<file path="src/rtl/mips_ctrl_pkg.sv">
// rtl/mips_ctrl_pkg.sv - shared encodings for the multi-cycle MIPS control FSM
package mips_ctrl_pkg;

  // One state per control step of the multi-cycle datapath
  typedef enum logic [3:0] {
    S_FETCH    = 4'd0,
    S_DECODE   = 4'd1,
    S_EXEC_R   = 4'd2,
    S_R_WB     = 4'd3,
    S_EXEC_I   = 4'd4,
    S_I_WB     = 4'd5,
    S_MEM_ADDR = 4'd6,
    S_MEM_RD   = 4'd7,
    S_MEM_WB   = 4'd8,
    S_MEM_WR   = 4'd9,
    S_BRANCH   = 4'd10,
    S_JUMP     = 4'd11
  } state_e;

  // What the current state asks the ALU decoder for
  typedef enum logic [1:0] {
    CLS_ADD   = 2'd0,
    CLS_SUB   = 2'd1,
    CLS_RTYPE = 2'd2,
    CLS_ITYPE = 2'd3
  } alu_cls_e;

  localparam logic [5:0] OP_RTYPE = 6'b000000;
  localparam logic [5:0] OP_LW    = 6'b100011;
  localparam logic [5:0] OP_SW    = 6'b101011;
  localparam logic [5:0] OP_ADDI  = 6'b001000;
  localparam logic [5:0] OP_ANDI  = 6'b001100;
  localparam logic [5:0] OP_ORI   = 6'b001101;
  localparam logic [5:0] OP_XORI  = 6'b001110;
  localparam logic [5:0] OP_BEQ   = 6'b000100;
  localparam logic [5:0] OP_BNE   = 6'b000101;
  localparam logic [5:0] OP_BLT   = 6'b000110;
  localparam logic [5:0] OP_BGT   = 6'b000111;
  localparam logic [5:0] OP_J     = 6'b000010;

  localparam logic [5:0] FN_ADD = 6'b100000;
  localparam logic [5:0] FN_SUB = 6'b100010;
  localparam logic [5:0] FN_AND = 6'b100100;
  localparam logic [5:0] FN_OR  = 6'b100101;
  localparam logic [5:0] FN_XOR = 6'b100110;

  localparam logic [3:0] ALU_ADD = 4'b0000;
  localparam logic [3:0] ALU_SUB = 4'b0001;
  localparam logic [3:0] ALU_AND = 4'b0010;
  localparam logic [3:0] ALU_OR  = 4'b0011;
  localparam logic [3:0] ALU_XOR = 4'b0100;

  localparam logic [1:0] PC_SRC_ALU    = 2'b00;
  localparam logic [1:0] PC_SRC_ALUOUT = 2'b01;
  localparam logic [1:0] PC_SRC_JUMP   = 2'b10;

  localparam logic [1:0] SRCB_REG     = 2'b00;
  localparam logic [1:0] SRCB_FOUR    = 2'b01;
  localparam logic [1:0] SRCB_IMM     = 2'b10;
  localparam logic [1:0] SRCB_IMM_SH2 = 2'b11;

endpackage

</file>
<file path="src/rtl/alu_op_decoder.sv">
// rtl/alu_op_decoder.sv - maps state class, opcode and funct to an ALU op code
module alu_op_decoder
  import mips_ctrl_pkg::*;
(
  input  alu_cls_e   cls_i,
  input  logic [5:0] opcode_i,
  input  logic [5:0] funct_i,
  output logic [3:0] aluop_o,
  output logic       funct_illegal_o
);

  // Unknown funct falls back to ADD so the datapath sees a defined op while illegal is flagged
  always_comb begin
    aluop_o         = ALU_ADD;
    funct_illegal_o = 1'b0;
    case (cls_i)
      CLS_ADD: aluop_o = ALU_ADD;
      CLS_SUB: aluop_o = ALU_SUB;
      CLS_RTYPE: begin
        case (funct_i)
          FN_ADD:  aluop_o = ALU_ADD;
          FN_SUB:  aluop_o = ALU_SUB;
          FN_AND:  aluop_o = ALU_AND;
          FN_OR:   aluop_o = ALU_OR;
          FN_XOR:  aluop_o = ALU_XOR;
          default: funct_illegal_o = 1'b1;
        endcase
      end
      CLS_ITYPE: begin
        case (opcode_i)
          OP_ADDI: aluop_o = ALU_ADD;
          OP_ANDI: aluop_o = ALU_AND;
          OP_ORI:  aluop_o = ALU_OR;
          OP_XORI: aluop_o = ALU_XOR;
          default: aluop_o = ALU_ADD;
        endcase
      end
      default: aluop_o = ALU_ADD;
    endcase
  end

endmodule

</file>
<file path="src/rtl/multicycle_controller.sv">
// rtl/multicycle_controller.sv - main control FSM of the multi-cycle MIPS datapath
module multicycle_controller
  import mips_ctrl_pkg::*;
(
  input  logic       clk,
  input  logic       rst,
  input  logic [5:0] opcode,
  input  logic [5:0] funct,
  input  logic       zero,
  input  logic       lt,
  input  logic       gt,
  output logic [3:0] aluoperation,
  output logic       pc_write,
  output logic [1:0] pc_src,
  output logic       ir_write,
  output logic       iord,
  output logic       mem_read,
  output logic       mem_write,
  output logic       mem_to_reg,
  output logic       reg_dst,
  output logic       reg_write,
  output logic       alu_src_a,
  output logic [1:0] alu_src_b,
  output logic       illegal,
  output logic       instr_done
);

  state_e     state_q, state_d;
  logic [5:0] opcode_q, opcode_d;
  alu_cls_e   alu_cls;
  logic       funct_illegal;

  alu_op_decoder u_alu_op_decoder (
    .cls_i           (alu_cls),
    .opcode_i        (opcode_q),
    .funct_i         (funct),
    .aluop_o         (aluoperation),
    .funct_illegal_o (funct_illegal)
  );

  // State and latched opcode registers; reset returns to FETCH from anywhere
  always_ff @(posedge clk) begin
    if (rst) begin
      state_q  <= S_FETCH;
      opcode_q <= 6'b000000;
    end else begin
      state_q  <= state_d;
      opcode_q <= opcode_d;
    end
  end

  // Next-state and Moore outputs; BRANCH pc_write follows the ALU flags directly
  always_comb begin
    state_d    = state_q;
    opcode_d   = opcode_q;
    alu_cls    = CLS_ADD;
    pc_write   = 1'b0;
    pc_src     = PC_SRC_ALU;
    ir_write   = 1'b0;
    iord       = 1'b0;
    mem_read   = 1'b0;
    mem_write  = 1'b0;
    mem_to_reg = 1'b0;
    reg_dst    = 1'b0;
    reg_write  = 1'b0;
    alu_src_a  = 1'b0;
    alu_src_b  = SRCB_REG;
    illegal    = 1'b0;
    instr_done = 1'b0;
    case (state_q)
      S_FETCH: begin
        mem_read  = 1'b1;
        ir_write  = 1'b1;
        alu_src_b = SRCB_FOUR;
        pc_write  = 1'b1;
        pc_src    = PC_SRC_ALU;
        state_d   = S_DECODE;
      end
      S_DECODE: begin
        alu_src_b = SRCB_IMM_SH2;
        opcode_d  = opcode;
        case (opcode)
          OP_LW, OP_SW:                     state_d = S_MEM_ADDR;
          OP_RTYPE:                         state_d = S_EXEC_R;
          OP_ADDI, OP_ANDI, OP_ORI, OP_XORI: state_d = S_EXEC_I;
          OP_BEQ, OP_BNE, OP_BLT, OP_BGT:   state_d = S_BRANCH;
          OP_J:                             state_d = S_JUMP;
          default: begin
            illegal = 1'b1;
            state_d = S_FETCH;
          end
        endcase
      end
      S_EXEC_R: begin
        alu_src_a = 1'b1;
        alu_src_b = SRCB_REG;
        alu_cls   = CLS_RTYPE;
        if (funct_illegal) begin
          illegal = 1'b1;
          state_d = S_FETCH;
        end else begin
          state_d = S_R_WB;
        end
      end
      S_R_WB: begin
        reg_dst    = 1'b1;
        reg_write  = 1'b1;
        instr_done = 1'b1;
        state_d    = S_FETCH;
      end
      S_EXEC_I: begin
        alu_src_a = 1'b1;
        alu_src_b = SRCB_IMM;
        alu_cls   = CLS_ITYPE;
        state_d   = S_I_WB;
      end
      S_I_WB: begin
        reg_write  = 1'b1;
        instr_done = 1'b1;
        state_d    = S_FETCH;
      end
      S_MEM_ADDR: begin
        alu_src_a = 1'b1;
        alu_src_b = SRCB_IMM;
        state_d   = (opcode_q == OP_LW) ? S_MEM_RD : S_MEM_WR;
      end
      S_MEM_RD: begin
        mem_read = 1'b1;
        iord     = 1'b1;
        state_d  = S_MEM_WB;
      end
      S_MEM_WB: begin
        mem_to_reg = 1'b1;
        reg_write  = 1'b1;
        instr_done = 1'b1;
        state_d    = S_FETCH;
      end
      S_MEM_WR: begin
        mem_write  = 1'b1;
        iord       = 1'b1;
        instr_done = 1'b1;
        state_d    = S_FETCH;
      end
      S_BRANCH: begin
        alu_src_a  = 1'b1;
        alu_src_b  = SRCB_REG;
        alu_cls    = CLS_SUB;
        pc_src     = PC_SRC_ALUOUT;
        instr_done = 1'b1;
        case (opcode_q)
          OP_BEQ:  pc_write = zero;
          OP_BNE:  pc_write = ~zero;
          OP_BLT:  pc_write = lt;
          OP_BGT:  pc_write = gt;
          default: pc_write = 1'b0;
        endcase
        state_d = S_FETCH;
      end
      S_JUMP: begin
        pc_src     = PC_SRC_JUMP;
        pc_write   = 1'b1;
        instr_done = 1'b1;
        state_d    = S_FETCH;
      end
      default: state_d = S_FETCH;
    endcase
  end

endmodule

</file>
<file path="config.mk">
export PLATFORM = sky130hd
export DESIGN_NAME = multicycle_controller
export DESIGN_NICKNAME = d
export VERILOG_FILES = /design/src/rtl/mips_ctrl_pkg.sv /design/src/rtl/alu_op_decoder.sv /design/src/rtl/multicycle_controller.sv
export SDC_FILE = /design/constraint.sdc
export NUM_CORES = 1
export LEC_CHECK = 0
export BUFFER_PORTS_ARGS = -buffer_cell sky130_fd_sc_hd__buf_2
export CAP_MARGIN = 10
export CORE_MARGIN = 1.5
export CORE_UTILIZATION = 49
export CTS_CLUSTER_SIZE = 30
export DETAILED_ROUTE_END_ITERATION = 10
export MAX_ROUTING_LAYER = met4
export PLACE_DENSITY = 0.8
export SLEW_MARGIN = 25
export SYNTH_ARGS = -nofsm -noshare
export SYNTH_HDL_FRONTEND = slang
export SYNTH_SLANG_ARGS = --single-unit
</file>
<file path="constraint.sdc">
create_clock -name clk -period 2.1 [get_ports clk]
set_input_delay 0.105 -clock clk [delete_from_list [all_inputs] [get_ports clk]]
set_output_delay 0.105 -clock clk [all_outputs]
set_load 0.1 [all_outputs]
</file>
==> results of run 1 <==
==> power breakdown <==
| group | switching [mW] | total [mW] | internal [mW] |
|---|---|---|---|
| Sequential | 0.0131 | 0.215 | 0.202 |
| Clock | 0.0778 | 0.184 | 0.106 |
| Combinational | 0.221 | 0.331 | 0.110 |
==> cell type report <==
| cell class | instances | share of cell area, % |
|---|---|---|
| multi-input combinational | 105 | 56.00 |
| tap | 25 | 2.326 |
| inverter | 3 | 0.8372 |
| timing repair buffer | 39 | 23.26 |
| sequential | 10 | 14.88 |
| clock buffer | 4 | 2.698 |
==> worst min path at each step <==
stage,end,cells after the start,slack (ps)
floorplan,opcode_q[0]$_SDFFE_PP0P_,1,180
global placement,opcode_q[4]$_SDFFE_PP0P_,2,360
detailed placement,opcode_q[1]$_SDFFE_PP0P_,2,380
CTS,opcode_q[1]$_SDFFE_PP0P_,2,70
global route,opcode_q[0]$_SDFFE_PP0P_,2,90
finish,opcode_q[0]$_SDFFE_PP0P_,2,70
==> state kept, by name, indices dropped and copies added, names as in the netlist <==
name,count
opcode_q,6
state_q,4
==> routing by layer <==
metal  vias up  wire (um)  track usage, %
li1        534          -               -
met1       494       1109           32.33
met2        28       1344           44.93
met3         5         83           3.462
met4         0         49           13.89
met5         -          0               -
==> cells by family after synthesis <==
logic type	count (synthesis)	share of synthesized area [%]
mux	9	9.568
buf+inv	13	6.946
xor+xnor	1	0.9176
simple gates	63	38.01
compound gates	31	23.20
other cells	1	0.3928
flops	10	20.97
==> layout by cell type, fill, tap and decap left out, types with 2 or more instances in the layout <==
master	n
a211o_1	4
a21oi_1	7
and2_1	2
buf_12	7
buf_2	27
buf_4	5
clkbuf_4	3
dfxtp_1	10
inv_1	3
mux2i_1	8
nand2_1	6
nand2b_1	7
nand3_1	3
nor2_1	17
nor2b_1	6
nor3_1	4
nor3_2	3
o21ai_0	5
o21bai_1	2
o22ai_2	2
==> through the flow <==
stage               total power [mW]  std cells  setup TNS [ps]  area (sq um)  hold WS (ps)
floorplan                     0.4582        128           -2252          1020         177.4
finish                        0.7289        186               0          1345         73.87
global placement              0.5397        182               0          1309         361.7
CTS                           0.7307        186               0          1345         72.43
global route                  0.7557        186               0          1345         89.27
detailed placement            0.5491        182               0          1309         376.6
==> critical path, stage by stage, from the launching register on <==
cell	delay, ps
dfxtp_1	450
buf_4	290
nand2b_1	100
mux2i_1	150
nand2_1	70
nand2_1	70
buf_2	420
==> impl_metrics.ini, run 1 <==
[synthesis]
number_of_warnings_issued_by_yosys = 0
synth.ff_latch_count = 10
synth.yosys.seq_area_share_pct = 20.97
synth.distinct_cells = 47
postSynthCellCount = 128
asyncSetResetFlopFracSynth_pct = 0
synth-edff-count = 0
nets_in_the_synthesized_netlist = 145
yosys_most_used_dff = dfxtp_1
dominant_cell_by_count_in_the_synthesized_netlist = nor2_1
synth_top_area_share_pct = 20.97
synth.cell_area_sq_um = 954.7
synth_area_per_cell_sq_um = 7.458
synth.top_cells.by_area = dfxtp_1 21%, mux2i_1 8.4%, nor2_1 7.1%, nand2b_1 4.6%, nor2b_1 3.9%
synth_area_leader_cell = dfxtp_1
ys_top_cells_by_count = 18 x nor2_1, 10 x dfxtp_1, 8 x mux2i_1

[pwr]
power.leakage_nw = 0.5886
powerDensity_nw_per_um2 = 541.9
vdd_ir_drop_max_mv = 0.3965

[routing]
route.antenna.remaining_nets = 0
drt_via_density = 5.704
drt_iter0_drc = 15
num_vias = 1061
detail_route.wl_per_cell_um = 13.91
routed_wl_um = 2587
drt_pass1_iterations = 4
drcViolationCount = 0

[clock_network]
post-cts-setup-buffer-count = 0
cts_num_sinks = 10
post_cts_resized = 0
cts_max_level = 1
root_cell_of_the_clock_tree = clkbuf_4
insertion_delay_ps = 280
clock_path_buffers = 2
cts_tree = yes
cts.reportedPaths.clkPinSlew_ps = 70
post_cts_hold_buffer_count = 0
tritoncts.num_buffers = 3

[cells_and_area]
multiInputGateArea_sq_um = 753.2
area_growth_syn_to_layout_pct = 40.89
design.final.nets = 179
filler_cell_count = 133
finish.utilization_pct = 75.44
num_antenna_cells = 0
register_area_sq_um = 200.2
proportion_of_layout_cells_with_a_drive_suffix_above_1_pct = 36.02

[placement]
detailedPlace.worstSlack_ps = 397.8
io_buffer_count = 34
gp_routability_congestion = 0.8901
hpwl_reported_at_the_end_of_detailed_placement_um = 2057

[timing]
grt_setup_unrepaired = false
report.final.hold_viol_count = 0
skew_ps = 1.954
finalMaxSlewViolations = 0
max_clock_freq_ghz = 0.5152
timing.final.ws_setup_ps = 159.0
period_share_pct = 92.43
setup-violations-final = 0
layout_min_cycle_time_ps = 1941

[global_route]
grt-ovfl-total = 0
grt_pass1_vias = 923
global_route_usage_over_all_layers_pct = 27.29
grt_max_degree = 20
number_of_antenna_violations_at_the_first_check_in_global_routing = 0
grt_pass1_wl_um = 4050

[worst_setup_path]
worst-endpoint-arrival_ps = 1840
cp-startpoint = state_q[2]$_SDFF_PP0_
reg2reg_setup_slack_ps = 490
crit_required_ps = 2000
path_max_fanout = 18
worst_setup_path_start_kind = flip-flop
r2r_cells = 4
r2r_start = state_q[2]$_SDFF_PP0_
r2r-end = state_q[1]$_SDFF_PP0_
critPathKind = reg2out
crit_path_end = instr_done
worstSetupEndpointType = output pin

[status]
run_status = finished clean

[floorplan]
die_area_sq_um = 2222
fp.coreArea_sq_um = 1783
fp.dieW_um = 47.14
die_h_um = 47.14
start_util_pct = 53.54
io_pins = 36
placement_rows = 15

[hold_path]
holdCritStartpoint = rst
hold_path.class = in2reg

[run]
maximum_capacitance_violations = 0
Note: power is estimated with default switching activity, not from simulation.
==> inputs of run 2 (changes only) <==
CTS_BUF_LIST = sky130_fd_sc_hd__clkbuf_8   (was not set)
==> run 2 against run 1 <==
Compared with the run above: clock skew fell by 1.2 ps; cell area rose by 1.4%; largest cell class unchanged; largest power group unchanged; flip-flop and latch count did not move; non-clock buffer count did not move.
==> impl_metrics.ini, run 2 (synthesized netlist as in run 1, its figures left out) <==
[status]
run_status = finished clean

[clock_network]
cts_num_sinks = 10
cts_tree = yes
insertion_delay_ps = 240
cts.reportedPaths.clkPinSlew_ps = 50
post-cts-setup-buffer-count = 0
post_cts_hold_buffer_count = 0
tritoncts.num_buffers = 3
post_cts_resized = 0
root_cell_of_the_clock_tree = clkbuf_8
cts_max_level = 1
clock_path_buffers = 2

[cells_and_area]
area_growth_syn_to_layout_pct = 42.86
register_area_sq_um = 200.2
largest_register_ff_count = 6
layout.cells.most_common = buf_2
num_antenna_cells = 0
biggest_register = opcode_q
filler_cell_count = 130
layout_common_cells = 27 x buf_2, 17 x nor2_1, 10 x dfxtp_1, 8 x mux2i_1
post-route-cell-area_sq_um = 1364
multiInputGateArea_sq_um = 753.2
finish.utilization_pct = 76.49
reg_top3 = opcode_q (6), state_q (4)
proportion_of_layout_cells_with_a_drive_suffix_above_1_pct = 36.02
design.final.nets = 179

[global_route]
global_route_usage_over_all_layers_pct = 27.53
number_of_antenna_violations_at_the_first_check_in_global_routing = 0
grt-ovfl-total = 0
grt_max_degree = 20
grt_pass1_vias = 934
grt_pass1_wl_um = 4084

[placement]
post_dp_cell_area_sq_um = 1309
io_buffer_count = 34
gp_routability_congestion = 0.8901
hpwl_reported_at_the_end_of_detailed_placement_um = 2057

[routing]
drt_pass1_iterations = 4
drt_via_density = 5.737
route.antenna.remaining_nets = 0
drt_iter0_drc = 21
routed_wl_um = 2596
num_vias = 1067
drcViolationCount = 0
detail_route.wl_per_cell_um = 13.96

[floorplan]
start_util_pct = 53.54
fp.coreArea_sq_um = 1783
placement_rows = 15
fp.dieW_um = 47.14
die_area_sq_um = 2222
die_h_um = 47.14
io_pins = 36

[timing]
layout_min_cycle_time_ps = 1902
period_share_pct = 90.55
report.final.hold_viol_count = 0
final.setup.tns_ps = 0
max_clock_freq_ghz = 0.5259
grt_setup_unrepaired = false
setup-violations-final = 0
finalMaxSlewViolations = 0
skew_ps = 0.7476

[worst_setup_path]
critPathKind = reg2out
worst-endpoint-arrival_ps = 1800
path_max_fanout = 18
crit_required_ps = 2000
worstSetupEndpointType = output pin
worst_setup_path_start_kind = flip-flop

[run]
maximum_capacitance_violations = 0

[pwr]
vdd_ir_drop_max_mv = 0.4217
powerDensity_nw_per_um2 = 582.2
power.leakage_nw = 0.5964

[hold_path]
hold_path.class = in2reg
[run 2: cell type report]
| class | instances | area share, % |
|---|---|---|
| multi-input cells | 105 | 55.23 |
| repair buffers | 39 | 22.94 |
| flip-flops and latches | 10 | 14.68 |
| clock buffers | 4 | 4.037 |
| well taps | 25 | 2.294 |
| inverters | 3 | 0.8257 |
[run 2: worst max-delay path, cell delays in order (launching register included)]
cell      delay, ps
dfxtp_1         440
buf_4           290
nand2b_1        100
mux2i_1         150
nand2_1          80
nand2_1          70
buf_2           430
[run 2: path summary, 6_finish.rpt]
| path | start | end | slack, ps | cells past startpoint |
|---|---|---|---|---|
| hold / removal | rst | opcode_q[1]$_SDFFE_PP0P_ | 120 | 2 |
| setup reg to reg | state_q[2]$_SDFF_PP0_ | state_q[1]$_SDFF_PP0_ | 490 | 4 |
| hold reg to reg | opcode_q[4]$_SDFFE_PP0P_ | opcode_q[4]$_SDFFE_PP0P_ | 550 | 2 |
| setup / recovery | state_q[2]$_SDFF_PP0_ | instr_done | 200 | 6 |
[run 2: per-stage QoR]
stage / power (mW) / hold slack, ps / setup WS, ps / cells
after floorplan: 0.4582 / 177.4 / -764.8 / 128
after global placement: 0.5397 / 361.7 / 428.0 / 182
after detailed placement: 0.5491 / 376.6 / 397.8 / 182
after CTS: 0.7977 / 115.7 / 218.0 / 186
after global routing: 0.8241 / 127.7 / 102.4 / 186
final: 0.7940 / 117.4 / 198.4 / 186
[run 2: power by group]
| group | leakage [nW] | internal [mW] | switching [mW] |
|---|---|---|---|
| clock | 0.0288 | 0.165 | 0.0819 |
| combinational | 0.486 | 0.110 | 0.221 |
| sequential | 0.0819 | 0.202 | 0.0134 |
[run 2: layer usage]
metal  routed length (um)  GRT usage (%)  part of all wire, %
met5                    0              -                    0
met4                   46          12.22                  1.8
met3                  104          4.615                  4.0
met2                 1340          46.03                   52
met1                 1104          32.09                   43
